===== src/rtl/instr_dispatch_if.sv =====
// Offer channel from the dispatcher to the instruction branches.
// The dispatcher drives the master side, and the branches answer with out_ready.
interface instr_dispatch_if #(
    parameter int N_INSTR_BRANCHES = 4,
    parameter int instr_width      = 32,
    parameter int block_width      = 8,
    parameter int COMMIT_ID_WIDTH  = 4
);
    logic [N_INSTR_BRANCHES-1:0] out_valid;
    logic [N_INSTR_BRANCHES-1:0] out_ready;
    logic [block_width-1:0]      out_block;
    logic [instr_width-1:0]      out_instr;
    logic [COMMIT_ID_WIDTH-1:0]  out_commit_id;

    modport master (output out_valid, out_block, out_instr, out_commit_id, input out_ready);
    modport slave  (input out_valid, out_block, out_instr, out_commit_id, output out_ready);
endinterface


===== src/rtl/instr_dispatch.sv =====
// Issue side of the in-order commit path: walks the program once per sample tick,
// tags each instruction with a commit ID and offers it to its branch under credit throttling.
module instr_dispatch #(
    parameter int data_width       = 16,
    parameter int n_blocks         = 256,
    parameter int instr_width      = 32,
    parameter int max_in_flight    = 8,
    parameter int N_INSTR_BRANCHES = 4,
    parameter int COMMIT_ID_WIDTH  = 4
) (
    input  logic                                clk,
    input  logic                                reset_n,
    input  logic                                enable,
    input  logic                                sample_tick,
    input  logic [$clog2(n_blocks):0]           n_blocks_active,
    output logic [$clog2(n_blocks)-1:0]         instr_addr,
    input  logic [instr_width-1:0]              instr_data,
    input  logic [$clog2(N_INSTR_BRANCHES):0]   instr_branch,
    instr_dispatch_if.master                    offer,
    input  logic [COMMIT_ID_WIDTH-1:0]          next_commit_id,
    output logic                                busy,
    output logic                                done,
    output logic                                overrun,
    output logic [7:0]                          byte_probe
);
    localparam int BW  = $clog2(n_blocks);
    localparam int BRW = $clog2(N_INSTR_BRANCHES) + 1;
    localparam int CIW = COMMIT_ID_WIDTH;

    if (max_in_flight < 1 || max_in_flight >= (1 << COMMIT_ID_WIDTH) || data_width < 1) begin : g_param_check
        $error("instr_dispatch: parameter out of range");
    end

    typedef enum logic [2:0] {
        IDLE  = 3'd0,
        FETCH = 3'd1,
        LOAD  = 3'd2,
        ISSUE = 3'd3,
        DRAIN = 3'd4
    } state_t;

    state_t                  state, state_next;
    logic [BW-1:0]           block, block_next, addr_next, oblock_next;
    logic [CIW-1:0]          issue_id, issue_id_next, ocid_next, in_flight;
    logic [N_INSTR_BRANCHES-1:0] ovalid_next;
    logic [instr_width-1:0]  oinstr_next;
    logic                    done_next, overrun_next, stall_seen, stall_next;
    logic                    last_block, is_nop, credit_ok, accept;

    // Modular difference keeps throttling correct when issue_id wraps past zero.
    assign in_flight  = issue_id - next_commit_id;
    assign credit_ok  = in_flight < CIW'(max_in_flight);
    assign last_block = ({1'b0, block} == (n_blocks_active - (BW+1)'(1)));
    assign is_nop     = instr_branch >= BRW'(N_INSTR_BRANCHES);
    assign accept     = |(offer.out_valid & offer.out_ready);

    always_comb begin
        state_next    = state;
        block_next    = block;
        addr_next     = instr_addr;
        ovalid_next   = offer.out_valid;
        oblock_next   = offer.out_block;
        oinstr_next   = offer.out_instr;
        ocid_next     = offer.out_commit_id;
        issue_id_next = issue_id;
        done_next     = 1'b0;
        overrun_next  = overrun | (sample_tick && (state != IDLE));
        stall_next    = stall_seen;
        case (state)
            IDLE: begin
                if (enable && sample_tick) begin
                    if (n_blocks_active == '0) begin
                        done_next = 1'b1;
                    end else begin
                        block_next = '0;
                        addr_next  = '0;
                        state_next = FETCH;
                    end
                end
            end
            FETCH: state_next = LOAD;
            LOAD: begin
                if (is_nop) begin
                    if (last_block) begin
                        state_next = DRAIN;
                    end else begin
                        block_next = block + BW'(1);
                        addr_next  = block + BW'(1);
                        state_next = FETCH;
                    end
                end else if (!credit_ok) begin
                    stall_next = 1'b1;
                end else if (enable) begin
                    ovalid_next = N_INSTR_BRANCHES'(1) << instr_branch;
                    oblock_next = block;
                    oinstr_next = instr_data;
                    ocid_next   = issue_id;
                    state_next  = ISSUE;
                end
            end
            ISSUE: begin
                if (accept) begin
                    ovalid_next   = '0;
                    issue_id_next = issue_id + CIW'(1);
                    if (last_block) begin
                        state_next = DRAIN;
                    end else begin
                        block_next = block + BW'(1);
                        addr_next  = block + BW'(1);
                        state_next = FETCH;
                    end
                end
            end
            DRAIN: begin
                if (next_commit_id == issue_id) begin
                    done_next  = 1'b1;
                    state_next = IDLE;
                end
            end
            default: state_next = IDLE;
        endcase
    end

    always_ff @(posedge clk or negedge reset_n) begin
        if (!reset_n) begin
            state               <= IDLE;
            block               <= '0;
            issue_id            <= '0;
            instr_addr          <= '0;
            offer.out_valid     <= '0;
            offer.out_block     <= '0;
            offer.out_instr     <= '0;
            offer.out_commit_id <= '0;
            done                <= 1'b0;
            overrun             <= 1'b0;
            stall_seen          <= 1'b0;
        end else begin
            state               <= state_next;
            block               <= block_next;
            issue_id            <= issue_id_next;
            instr_addr          <= addr_next;
            offer.out_valid     <= ovalid_next;
            offer.out_block     <= oblock_next;
            offer.out_instr     <= oinstr_next;
            offer.out_commit_id <= ocid_next;
            done                <= done_next;
            overrun             <= overrun_next;
            stall_seen          <= stall_next;
        end
    end

    assign busy       = (state != IDLE);
    assign byte_probe = {3'b000, overrun, stall_seen, state};
endmodule


===== src/flat_wrapper.sv =====
// flat-port wrapper written by rule: the top's interface ports become plain ports
module instr_dispatch_flat 
#(
    parameter int data_width       = 16,
    parameter int n_blocks         = 256,
    parameter int instr_width      = 32,
    parameter int max_in_flight    = 8,
    parameter int N_INSTR_BRANCHES = 4,
    parameter int COMMIT_ID_WIDTH  = 4
)
  (clk, reset_n, enable, sample_tick, n_blocks_active, instr_addr, instr_data, instr_branch, next_commit_id, busy, done, overrun, byte_probe, offer_out_valid, offer_out_block, offer_out_instr, offer_out_commit_id, offer_out_ready);
  instr_dispatch_if #(.N_INSTR_BRANCHES(N_INSTR_BRANCHES), .instr_width(instr_width), .COMMIT_ID_WIDTH(COMMIT_ID_WIDTH)) offer_i ();
  input  logic clk;
  input  logic reset_n;
  input  logic enable;
  input  logic sample_tick;
  input  logic [$clog2(n_blocks):0] n_blocks_active;
  output logic [$clog2(n_blocks)-1:0] instr_addr;
  input  logic [instr_width-1:0] instr_data;
  input  logic [$clog2(N_INSTR_BRANCHES):0] instr_branch;
  input  logic [COMMIT_ID_WIDTH-1:0] next_commit_id;
  output logic busy;
  output logic done;
  output logic overrun;
  output logic [7:0] byte_probe;
  output wire logic [$bits(offer_i.out_valid)-1:0] offer_out_valid;
  output wire logic [$bits(offer_i.out_block)-1:0] offer_out_block;
  output wire logic [$bits(offer_i.out_instr)-1:0] offer_out_instr;
  output wire logic [$bits(offer_i.out_commit_id)-1:0] offer_out_commit_id;
  input wire logic [$bits(offer_i.out_ready)-1:0] offer_out_ready;
  assign offer_out_valid = offer_i.out_valid;
  assign offer_out_block = offer_i.out_block;
  assign offer_out_instr = offer_i.out_instr;
  assign offer_out_commit_id = offer_i.out_commit_id;
  assign offer_i.out_ready = offer_out_ready;
  instr_dispatch #(.data_width(data_width), .n_blocks(n_blocks), .instr_width(instr_width), .max_in_flight(max_in_flight), .N_INSTR_BRANCHES(N_INSTR_BRANCHES), .COMMIT_ID_WIDTH(COMMIT_ID_WIDTH)) u_core (.clk(clk), .reset_n(reset_n), .enable(enable), .sample_tick(sample_tick), .n_blocks_active(n_blocks_active), .instr_addr(instr_addr), .instr_data(instr_data), .instr_branch(instr_branch), .offer(offer_i), .next_commit_id(next_commit_id), .busy(busy), .done(done), .overrun(overrun), .byte_probe(byte_probe));
endmodule

===== config.mk =====
export PLATFORM = sky130hd
export DESIGN_NAME = instr_dispatch_flat
export DESIGN_NICKNAME = d
export VERILOG_FILES = /design/src/rtl/instr_dispatch_if.sv /design/src/rtl/instr_dispatch.sv /design/src/flat_wrapper.sv
export SDC_FILE = /design/constraint.sdc
export NUM_CORES = 1
export LEC_CHECK = 0
export BUFFER_PORTS_ARGS = -buffer_cell sky130_fd_sc_hd__buf_2
export CORE_MARGIN = 4
export CORE_UTILIZATION = 49
export CTS_CLUSTER_DIAMETER = 60
export DETAILED_ROUTE_END_ITERATION = 16
export PLACE_DENSITY = 0.8
export SYNTH_ARGS = -nofsm -noshare
export SYNTH_HDL_FRONTEND = slang
export SYNTH_SLANG_ARGS = --single-unit

===== constraint.sdc =====
create_clock -name clk -period 2.7 [get_ports clk]
set_input_delay 0.54 -clock clk [delete_from_list [all_inputs] [get_ports clk]]
set_output_delay 0.54 -clock clk [all_outputs]
set_load 0.01 [all_outputs]

## After elaboration in Yosys (flattened, before gate mapping)

Cells that the tools add are included.

| word-level totals | value |
|---|---|
| bits in latches | 0 |
| memories kept | 0 |
| output and inout port bits | 67 |
| word-level logic and storage cells | 80 |
| bits of input ports | 56 |
| bits in writable memories | 0 |
| flip-flop bits (word level) | 74 |
| ROM bits | 0 |

| cells by class | value |
|---|---|
| $lt $le $gt $ge | 2 |
| $add $sub $neg | 4 |
| multiply operators | 0 |
| shift operators | 1 |
| bitwise operators | 4 |
| div/mod/pow operators | 0 |
| muxes and demuxes | 28 |
| equal/unequal tests | 16 |
| reduce and logical (&&, ||, !) cells | 14 |

Operators with widths:

| operator | count |
|---|---|
| 8-bit 2-to-1 mux | 8 |
| 8-bit one-hot mux with 3 select lines | 2 |
| 3-bit 2-to-1 mux | 8 |
| 4-bit 2-to-1 mux | 4 |
| 3-bit one-hot mux with 5 select lines | 1 |
| 2-bit by 1-bit inequality test with 1-bit output (second input constant) | 5 |
| 5-bit AND reduction | 2 |
| 8-bit by 9-bit == test with 1-bit output | 1 |
| 9-bit zero test | 1 |
| 9-bit by 1-bit subtractor with 9-bit output (second input constant) | 1 |
| 8-bit by 1-bit adder with 8-bit output (second input constant) | 1 |
| 4-bit one-hot mux with 2 select lines | 1 |
| 3-bit by 2-bit == test with 1-bit output (second input constant) | 2 |
| 2-bit inequality test (second input constant) | 3 |
| 6-bit AND reduction | 1 |
| 3-bit nonzero test | 2 |
| 4-bit by 1-bit adder with 4-bit output (second input constant) | 1 |
| 4-bit AND | 1 |
| 4-bit == test | 1 |
| 4-bit < comparator (second input constant) | 1 |
| 4-bit AND reduction | 1 |
| 4-bit OR reduction | 1 |
| 1-bit by 3-bit << shifter with 4-bit output (first input constant) | 1 |
| 4-bit subtractor | 1 |
| 14 further kinds | 18 |

## Longest topological paths before layout

Gate-level depths: netlist of run 1.

| depth | value |
|---|---|
| word-level depth | 5 |
| gate-level depth with buffers | 10 |
| gate-level depth less buffers | 9 |

## Least setup slack after synthesis of run 1

Ideal clock, no wire load.

| timing | value |
|---|---|
| path kind | input to register |
| from | input n_blocks_active[0] |
| to | register u_core.block[6] |
| arrival | 2.458 ns |
| cell stages on the path | 8 |
| data required time | 2.574 ns |
| library setup time | 0.126 ns |
| setup slack | 0.116 ns |
| path buffers | 0 |
| cells stage by stage | inv_1 -> ha_1 -> nor3b_1 -> nand4_1 -> a2111oi_4 -> nand3_2 -> and3_1 -> a221o_1 |

| between the ends | value |
|---|---|
| word-level cells in the longest chain between the ends | 5 |
| elaborated cells on any way between the ends | 9 |
| classes of those cells | 1 x add/sub; 2 x eq/ne; 4 x mux; 2 x reduce/logical |

Ends and longest elaborated chain:

| item | RTL line | RTL |
|---|---|---|
| start, declared | flat_wrapper.sv:17 | `input logic [$clog2(n_blocks):0] n_blocks_active;` |
| 9-bit by 1-bit subtractor with 9-bit output | instr_dispatch.sv:53 | `assign last_block = ({1'b0, block} == (n_blocks_active - (BW+1)'(1)));` |
| 8-bit by 9-bit == test with 1-bit output | instr_dispatch.sv:53 |  |
| 8-bit 2-to-1 mux (2 in a row) | - |  |
| 8-bit one-hot mux with 3 select lines | - |  |
| end signal, assigned | instr_dispatch.sv:139 | `block <= block_next;` |
| end, declared | instr_dispatch.sv:43 | `logic [BW-1:0] block, block_next, addr_next, oblock_next;` |

Parallel ways exist; a longest one is shown, timed or not. The select of a mux whose other input is x is not followed.
A chain may end at the register's enable or synchronous reset.

## Worst setup path after layout of run 1

| timing | value |
|---|---|
| from | input n_blocks_active[1] |
| to | register u_core.block[3] |

Same word-level chain as after synthesis.

==> impl_metrics.py, run 1 <==
metrics = {
    "setup_path": {
        "regToRegStartpoint": "u_core.block[3]",
        "worst-r2r-setup-slack_ns": 0.35,
        "critical_path.endpoint_type": "flop",
        "worst-endpoint-arrival_ns": 2.62,
        "type_of_the_worst_setup_path": "input port to flop",
        "regToRegEndpoint": "u_core.block[3]",
        "critPathRequiredTime_ns": 2.93,
        "critPathMaxFanout": 5,
        "r2r.worst_path.cells": 7,
        "critical_path.startpoint_type": "input port",
    },
    "status": {
        "outcome": "finished, final reports clean",
    },
    "sta": {
        "report.final.setup_viol": 0,
        "timing.final.crit_share_pct": 88.7,
        "max_clock_freq_ghz": 0.418,
        "hold_violations": 0,
        "timing.slew.headroom_pct": 57.0,
        "report.final.slew_viol_count": 0,
        "timing.final.crit_period_ns": 2.39,
        "final_critical_path_setup_slack_ns": 0.306,
        "grt_setup_unrepaired": "false",
        "tightest_slew_ns": 0.645,
        "skew_ns": 0.00826,
    },
    "global_route": {
        "antenna_found_initial": 0,
        "number_of_global_route_vias_before_repair": 2793,
        "grt.met2_usage_pct": 32.1,
        "grt_usage_pct": 19.7,
        "grt.busiest_layer": "met2",
        "met1_usage_pct": 23.0,
        "met3_routing_resource_usage_after_global_routing_pct": 7.76,
        "grt_max_degree": 47,
        "wire_length_of_the_first_global_routing_pass_mm": 13.1,
        "grt_ovf": 0,
    },
    "clock_network": {
        "cts_buffers": 9,
        "cts_hold_repair.buffers": 0,
        "tritoncts_num_sinks": 66,
        "cts.root.buffer_cell": "sky130_fd_sc_hd__clkbuf_8",
        "post_cts_resized": 0,
        "htree_num_levels": 3,
        "cts.reportedPaths.clkPinSlew_ns": 0.08,
        "clk_lat_worst_skew_ns": 0.34,
        "postCtsSetupBuffers": 0,
        "clock_path_buffers": 2,
        "clock_tree_from_tritoncts": "yes",
    },
    "pwr": {
        "p_leak_uw": 0.00210,
        "power.density_nw_per_um2": 1060,
        "vdd_drop_max_mv": 0.618,
    },
    "drt": {
        "routed_wl_mm": 7.70,
        "post_detailed_route_count_of_antenna_violating_nets": 0,
        "drt_iter0_drc": 125,
        "route.vias.total": 2744,
        "firstDrtPassIters": 4,
        "wl_per_cell_um": 15.6,
        "routed_via_density": 5.55,
        "remaining_drc_errors": 0,
    },
    "final_layout": {
        "finish.net_count": 474,
        "antenna_cells_inserted": 0,
        "syn2layout_area_growth_pct": 29.3,
        "finish.instance_area_sq_um": 4240,
        "most_frequent_standard_cell_in_the_layout_excluding_fill_and_tap_cells": "sky130_fd_sc_hd__buf_2",
        "layout-drive-gt1-share_pct": 48.2,
        "filler_instances": 530,
        "commonest_cells_after_routing_fill_and_taps_aside": "sky130_fd_sc_hd__buf_2 (119), sky130_fd_sc_hd__dfrtp_1 (66), sky130_fd_sc_hd__mux2_2 (44)",
    },
    "placed_design": {
        "gp_congestion": 0.880,
        "dp_hpwl_mm": 5.79,
        "pre_cts_ws_ns": -0.0359,
        "port_buffers": 119,
        "dpl_cell_area_sq_um": 4020,
    },
    "floorplanning": {
        "core.rowCount": 29,
        "die-width_um": 89.8,
        "core_region_area_sq_um": 6420,
        "pin_count": 123,
        "floorplan.initialDensity_pct": 51.1,
        "design.die.area_sq_um": 8070,
        "floorplan.die.height_um": 89.8,
    },
    "synth": {
        "synthFlopType": "sky130_fd_sc_hd__dfrtp_1",
        "synth-async-reset-ratio_pct": 100,
        "synth_area_sq_um": 3280,
        "netlist-cell-type-count": 55,
        "number_of_warnings_printed_during_yosys_synthesis": 0,
        "synth.yosys.seq_area_share_pct": 50.4,
        "post_synth.cell_area_avg_sq_um": 11.5,
        "synthesis.instances": 285,
        "synth_seq_cells": 66,
        "number_of_enable_type_register_cells_in_the_synthesized_netlist": 0,
    },
    "job": {
        "timing.max_cap.violations": 0,
    },
    "hold_path": {
        "min-delay-path-class": "input port to asynchronous set/reset pin",
    },
}
[metal layers]
metal / wire length [um] / vias to the layer above
met5: 0 / -
met2: 3680 / 124
li1: - / 1278
met1: 3100 / 1329
met4: 131 / 0
met3: 782 / 13
[cell usage after synthesis, types with 2 or more instances]
master / count / share of area [%]
sky130_fd_sc_hd__a211o_1: 2 / 0.53
sky130_fd_sc_hd__a21o_1: 2 / 0.46
sky130_fd_sc_hd__a21oi_1: 7 / 1.1
sky130_fd_sc_hd__a22o_1: 2 / 0.53
sky130_fd_sc_hd__a22oi_1: 2 / 0.46
sky130_fd_sc_hd__a31oi_1: 4 / 0.76
sky130_fd_sc_hd__and2_1: 2 / 0.38
sky130_fd_sc_hd__and3_1: 3 / 0.57
sky130_fd_sc_hd__buf_4: 5 / 1.1
sky130_fd_sc_hd__clkbuf_1: 11 / 1.3
sky130_fd_sc_hd__dfrtp_1: 66 / 50
sky130_fd_sc_hd__ha_1: 6 / 2.3
sky130_fd_sc_hd__inv_1: 13 / 1.5
sky130_fd_sc_hd__mux2_2: 44 / 15
sky130_fd_sc_hd__nand2_1: 17 / 1.9
sky130_fd_sc_hd__nand2b_1: 5 / 0.95
sky130_fd_sc_hd__nand3_1: 8 / 1.2
sky130_fd_sc_hd__nand4_1: 6 / 1.1
sky130_fd_sc_hd__nand4b_1: 2 / 0.53
sky130_fd_sc_hd__nor2_1: 7 / 0.80
sky130_fd_sc_hd__nor2b_1: 2 / 0.38
sky130_fd_sc_hd__nor3_1: 6 / 0.92
sky130_fd_sc_hd__nor3b_1: 6 / 1.4
sky130_fd_sc_hd__nor4_2: 2 / 0.76
sky130_fd_sc_hd__nor4b_1: 2 / 0.53
sky130_fd_sc_hd__o211ai_1: 2 / 0.46
sky130_fd_sc_hd__o21ai_0: 8 / 1.2
sky130_fd_sc_hd__o31ai_1: 3 / 0.69
sky130_fd_sc_hd__or2_2: 2 / 0.38
sky130_fd_sc_hd__or4_1: 3 / 0.69
sky130_fd_sc_hd__xnor2_1: 11 / 2.9
[kinds of logic after synthesis]
family / share of synthesized area [%]
fa+ha+maj: 2.29
xor+xnor: 3.20
flops: 50.4
simple gates: 14.3
compound gates: 10.6
buf+inv: 4.01
mux: 15.1
other cells: 0.114
[critical path, stage by stage]
cell and delay [ns]:
sky130_fd_sc_hd__buf_2 0.12, sky130_fd_sc_hd__or4_1 0.53, sky130_fd_sc_hd__nor4_2 0.20, sky130_fd_sc_hd__xnor2_1 0.14, sky130_fd_sc_hd__a2111oi_4 0.44, sky130_fd_sc_hd__a31oi_1 0.22, sky130_fd_sc_hd__and3_1 0.21, sky130_fd_sc_hd__a211o_1 0.22
[final cells by class]
class	count	area [sq um]	share of cell area, %
clock inverter	7	101	2.39
multi-input combinational	191	1510	35.6
sequential	66	1650	38.9
tap	77	96.3	2.27
timing repair buffer	131	711	16.8
inverter	13	48.8	1.15
clock buffer	9	124	2.92
[how the worst max path moves through the flow]
stage	startpoint	endpoint	slack, ns	cells past startpoint
after floorplan	n_blocks_active[0]	u_core.block[6]	0.12	8
after global placement	n_blocks_active[1]	u_core.block[3]	0.04	8
after detailed placement	n_blocks_active[1]	u_core.block[3]	-0.04	8
after CTS	n_blocks_active[1]	u_core.block[3]	0.31	8
after global routing	n_blocks_active[1]	u_core.block[3]	0.09	8
final	n_blocks_active[1]	u_core.block[3]	0.31	8
[through the flow]
| step | hold slack, ns | power [uW] | setup TNS [ns] | util, % | instances |
|---|---|---|---|---|---|
| finish | 0.219 | 4500 | 0 | 66.0 | 494 |
| floorplan | 0.244 | 2850 | 0 | - | 287 |
| global route | 0.261 | 4830 | 0 | 66.0 | 494 |
| global placement | 0.451 | 3520 | 0 | 62.5 | 478 |
| detailed placement | 0.456 | 3590 | -0.0451 | 62.5 | 478 |
| CTS | 0.236 | 4540 | 0 | 66.0 | 494 |
[sequential cells by signal, summed over array words and instances (netlist names)]
signal	count
u_core.offer.out_instr	32
u_core.offer.out_block	8
u_core.stall_seen	1
u_core.done	1
u_core.state	3
u_core.offer.out_valid	4
u_core.issue_id	4
u_core.block	8
u_core.offer.out_commit_id	4
u_core.overrun	1
[where the power goes]
part / total (uW) / internal [uW] / leakage (uW) / switching (uW)
Combinational: 1840 / 911 / 0.00116 / 931
Clock: 928 / 527 / 0.000106 / 401
Sequential: 1730 / 1400 / 0.000831 / 326
Note: power is estimated with default switching activity, not from simulation.
==> run 2: changes to the inputs <==
PLACE_DENSITY = 0.83   (was 0.8)
==> run 2 against run 1 <==
  * Global-route usage up 0.94 points
  * Sequential share of layout area up 0.49 points
  * Total power fell by 4.3%
  * Maximum frequency is 1.4% lower
  * Cell area fell by 1.2%
  * Sequential power hardly changed
  * Critical path depth did not move
  * Clock-buffer cell count stayed put
  * Utilization shrank 0.82 points
  * Clock power fell by 23%
  * Largest cell class unchanged
  * Largest power group unchanged
==> impl_metrics.py, run 2 (synthesized netlist as in run 1, its figures left out) <==
metrics = {
    "status": {
        "outcome": "finished, final reports clean",
    },
    "drt": {
        "route.vias.total": 2709,
        "post_detailed_route_count_of_antenna_violating_nets": 0,
        "routed_wl_mm": 7.98,
        "drt_iter0_drc": 141,
        "firstDrtPassIters": 4,
        "routed_via_density": 5.46,
        "remaining_drc_errors": 0,
        "wl_per_cell_um": 16.1,
    },
    "floorplanning": {
        "floorplan.initialDensity_pct": 51.1,
        "floorplan.die.height_um": 89.8,
        "core_region_area_sq_um": 6420,
        "design.die.area_sq_um": 8070,
        "core.rowCount": 29,
        "pin_count": 123,
        "die-width_um": 89.8,
    },
    "clock_network": {
        "clock_tree_from_tritoncts": "yes",
        "htree_num_levels": 3,
        "cts_buffers": 9,
        "cts.reportedPaths.clkPinSlew_ns": 0.08,
        "clk_lat_worst_skew_ns": 0.33,
        "postCtsSetupBuffers": 0,
        "cts.root.buffer_cell": "sky130_fd_sc_hd__clkbuf_8",
        "post_cts_resized": 0,
        "cts_hold_repair.buffers": 0,
        "clock_path_buffers": 2,
        "tritoncts_num_sinks": 66,
    },
    "final_layout": {
        "commonest_cells_after_routing_fill_and_taps_aside": "sky130_fd_sc_hd__buf_2 (119), sky130_fd_sc_hd__dfrtp_1 (66), sky130_fd_sc_hd__mux2_2 (44)",
        "layout.cells.non_filler": 496,
        "syn2layout_area_growth_pct": 27.7,
        "finish.net_count": 476,
        "number_of_flip_flops_under_the_largest_register_name": 32,
        "layout_top_registers": "u_core.offer.out_instr: 32 flops, u_core.block: 8 flops, u_core.offer.out_block: 8 flops",
        "antenna_cells_inserted": 0,
        "most_frequent_standard_cell_in_the_layout_excluding_fill_and_tap_cells": "sky130_fd_sc_hd__buf_2",
        "largest-register": "u_core.offer.out_instr",
        "final_util_pct": 65.2,
        "layout-drive-gt1-share_pct": 48.4,
    },
    "global_route": {
        "wire_length_of_the_first_global_routing_pass_mm": 13.7,
        "met3_routing_resource_usage_after_global_routing_pct": 8.26,
        "grt_usage_pct": 20.6,
        "met1_usage_pct": 25.5,
        "grt_ovf": 0,
        "grt.busiest_layer": "met2",
        "number_of_global_route_vias_before_repair": 2839,
        "grt_max_degree": 47,
        "grt.met2_usage_pct": 34.0,
        "antenna_found_initial": 0,
    },
    "job": {
        "timing.max_cap.violations": 0,
    },
    "placed_design": {
        "dp_hpwl_mm": 6.08,
        "gp_congestion": 0.846,
        "port_buffers": 119,
        "placed_cells": 480,
    },
    "sta": {
        "timing.final.crit_period_ns": 2.43,
        "report.final.slew_viol_count": 0,
        "tightest_slew_ns": 0.659,
        "report.final.setup_viol": 0,
        "skew_ns": 0.00992,
        "timing.slew.headroom_pct": 56.0,
        "grt_setup_unrepaired": "false",
        "fin_hold_ws_ns": 0.230,
        "hold_violations": 0,
        "timing.final.crit_share_pct": 89.9,
        "max_clock_freq_ghz": 0.412,
    },
    "hold_path": {
        "min-delay-path-class": "input port to asynchronous set/reset pin",
    },
    "setup_path": {
        "worst-endpoint-arrival_ns": 2.65,
        "critPathRequiredTime_ns": 2.92,
        "critical_path.endpoint_type": "flop",
        "critPathMaxFanout": 4,
        "type_of_the_worst_setup_path": "input port to flop",
        "critical_path.startpoint_type": "input port",
    },
    "pwr": {
        "vdd_drop_max_mv": 0.683,
        "power.density_nw_per_um2": 1030,
        "p_leak_uw": 0.00208,
    },
}
-- run 2: changes by cell type in the layout (fill, tap and decap cells not counted) --
cell,previous run,this run
sky130_fd_sc_hd__buf_4,10,13
sky130_fd_sc_hd__clkinv_2,0,3
sky130_fd_sc_hd__bufinv_16,2,0
sky130_fd_sc_hd__inv_6,2,0
sky130_fd_sc_hd__buf_12,2,1
sky130_fd_sc_hd__clkinvlp_4,2,3
-- run 2: cell type report --
cell class | count | area, sq um
Fill cell | 508 | 2230
Sequential cell | 66 | 1650
Multi-Input combinational cell | 191 | 1510
Timing Repair Buffer | 133 | 713
Clock buffer | 9 | 124
Tap cell | 77 | 96.3
Inverter | 13 | 48.8
Clock inverter | 7 | 46.3
-- run 2: path summary, 6_finish.rpt --
kind | start | endpoint | slack [ns] | depth (start not counted)
max in group asynchronous | reset_n | u_core.offer.out_instr[8] | 1.66 | 2
worst min register to register | u_core.stall_seen | u_core.stall_seen | 0.49 | 1
worst min-delay path | reset_n | u_core.offer.out_instr[9] | 0.23 | 1
worst max register to register | u_core.state[2] | u_core.block[7] | 0.44 | 6
worst max-delay path | n_blocks_active[1] | u_core.block[3] | 0.27 | 8
min in group clk | instr_data[26] | u_core.offer.out_instr[26] | 0.43 | 2
-- run 2: routing by layer --
| layer | wire, um | share of wire (%) | vias to the layer above |
|---|---|---|---|
| li1 | - | - | 1278 |
| met4 | 69 | 0.87 | 0 |
| met3 | 723 | 9.1 | 7 |
| met2 | 3960 | 50 | 110 |
| met5 | 0 | 0 | - |
| met1 | 3230 | 40 | 1314 |
-- run 2: critical path: stages --
cell and delay (ns):
sky130_fd_sc_hd__buf_2 0.11, sky130_fd_sc_hd__or4_1 0.53, sky130_fd_sc_hd__nor4_2 0.19, sky130_fd_sc_hd__xnor2_1 0.15, sky130_fd_sc_hd__a2111oi_4 0.44, sky130_fd_sc_hd__a31oi_1 0.23, sky130_fd_sc_hd__and3_1 0.22, sky130_fd_sc_hd__a211o_1 0.24
-- run 2: report_power, final --
| group | total (uW) | switching (uW) | internal (uW) | leakage, uW |
|---|---|---|---|---|
| Combinational | 1860 | 958 | 905 | 0.00117 |
| Clock | 711 | 383 | 329 | 0.0000810 |
| Sequential | 1730 | 327 | 1410 | 0.000831 |
-- run 2: stage by stage --
stage | instance area, sq um | setup TNS [ns] | power [uW] | setup slack (ns)
after global placement | 4020 | 0 | 3520 | 0.0454
after floorplan | 3290 | 0 | 2850 | 0.116
after detailed placement | 4020 | -0.104 | 3620 | -0.0827
after CTS | 4190 | 0 | 4350 | 0.283
after global routing | 4190 | 0 | 4630 | 0.0202
final | 4190 | 0 | 4310 | 0.273
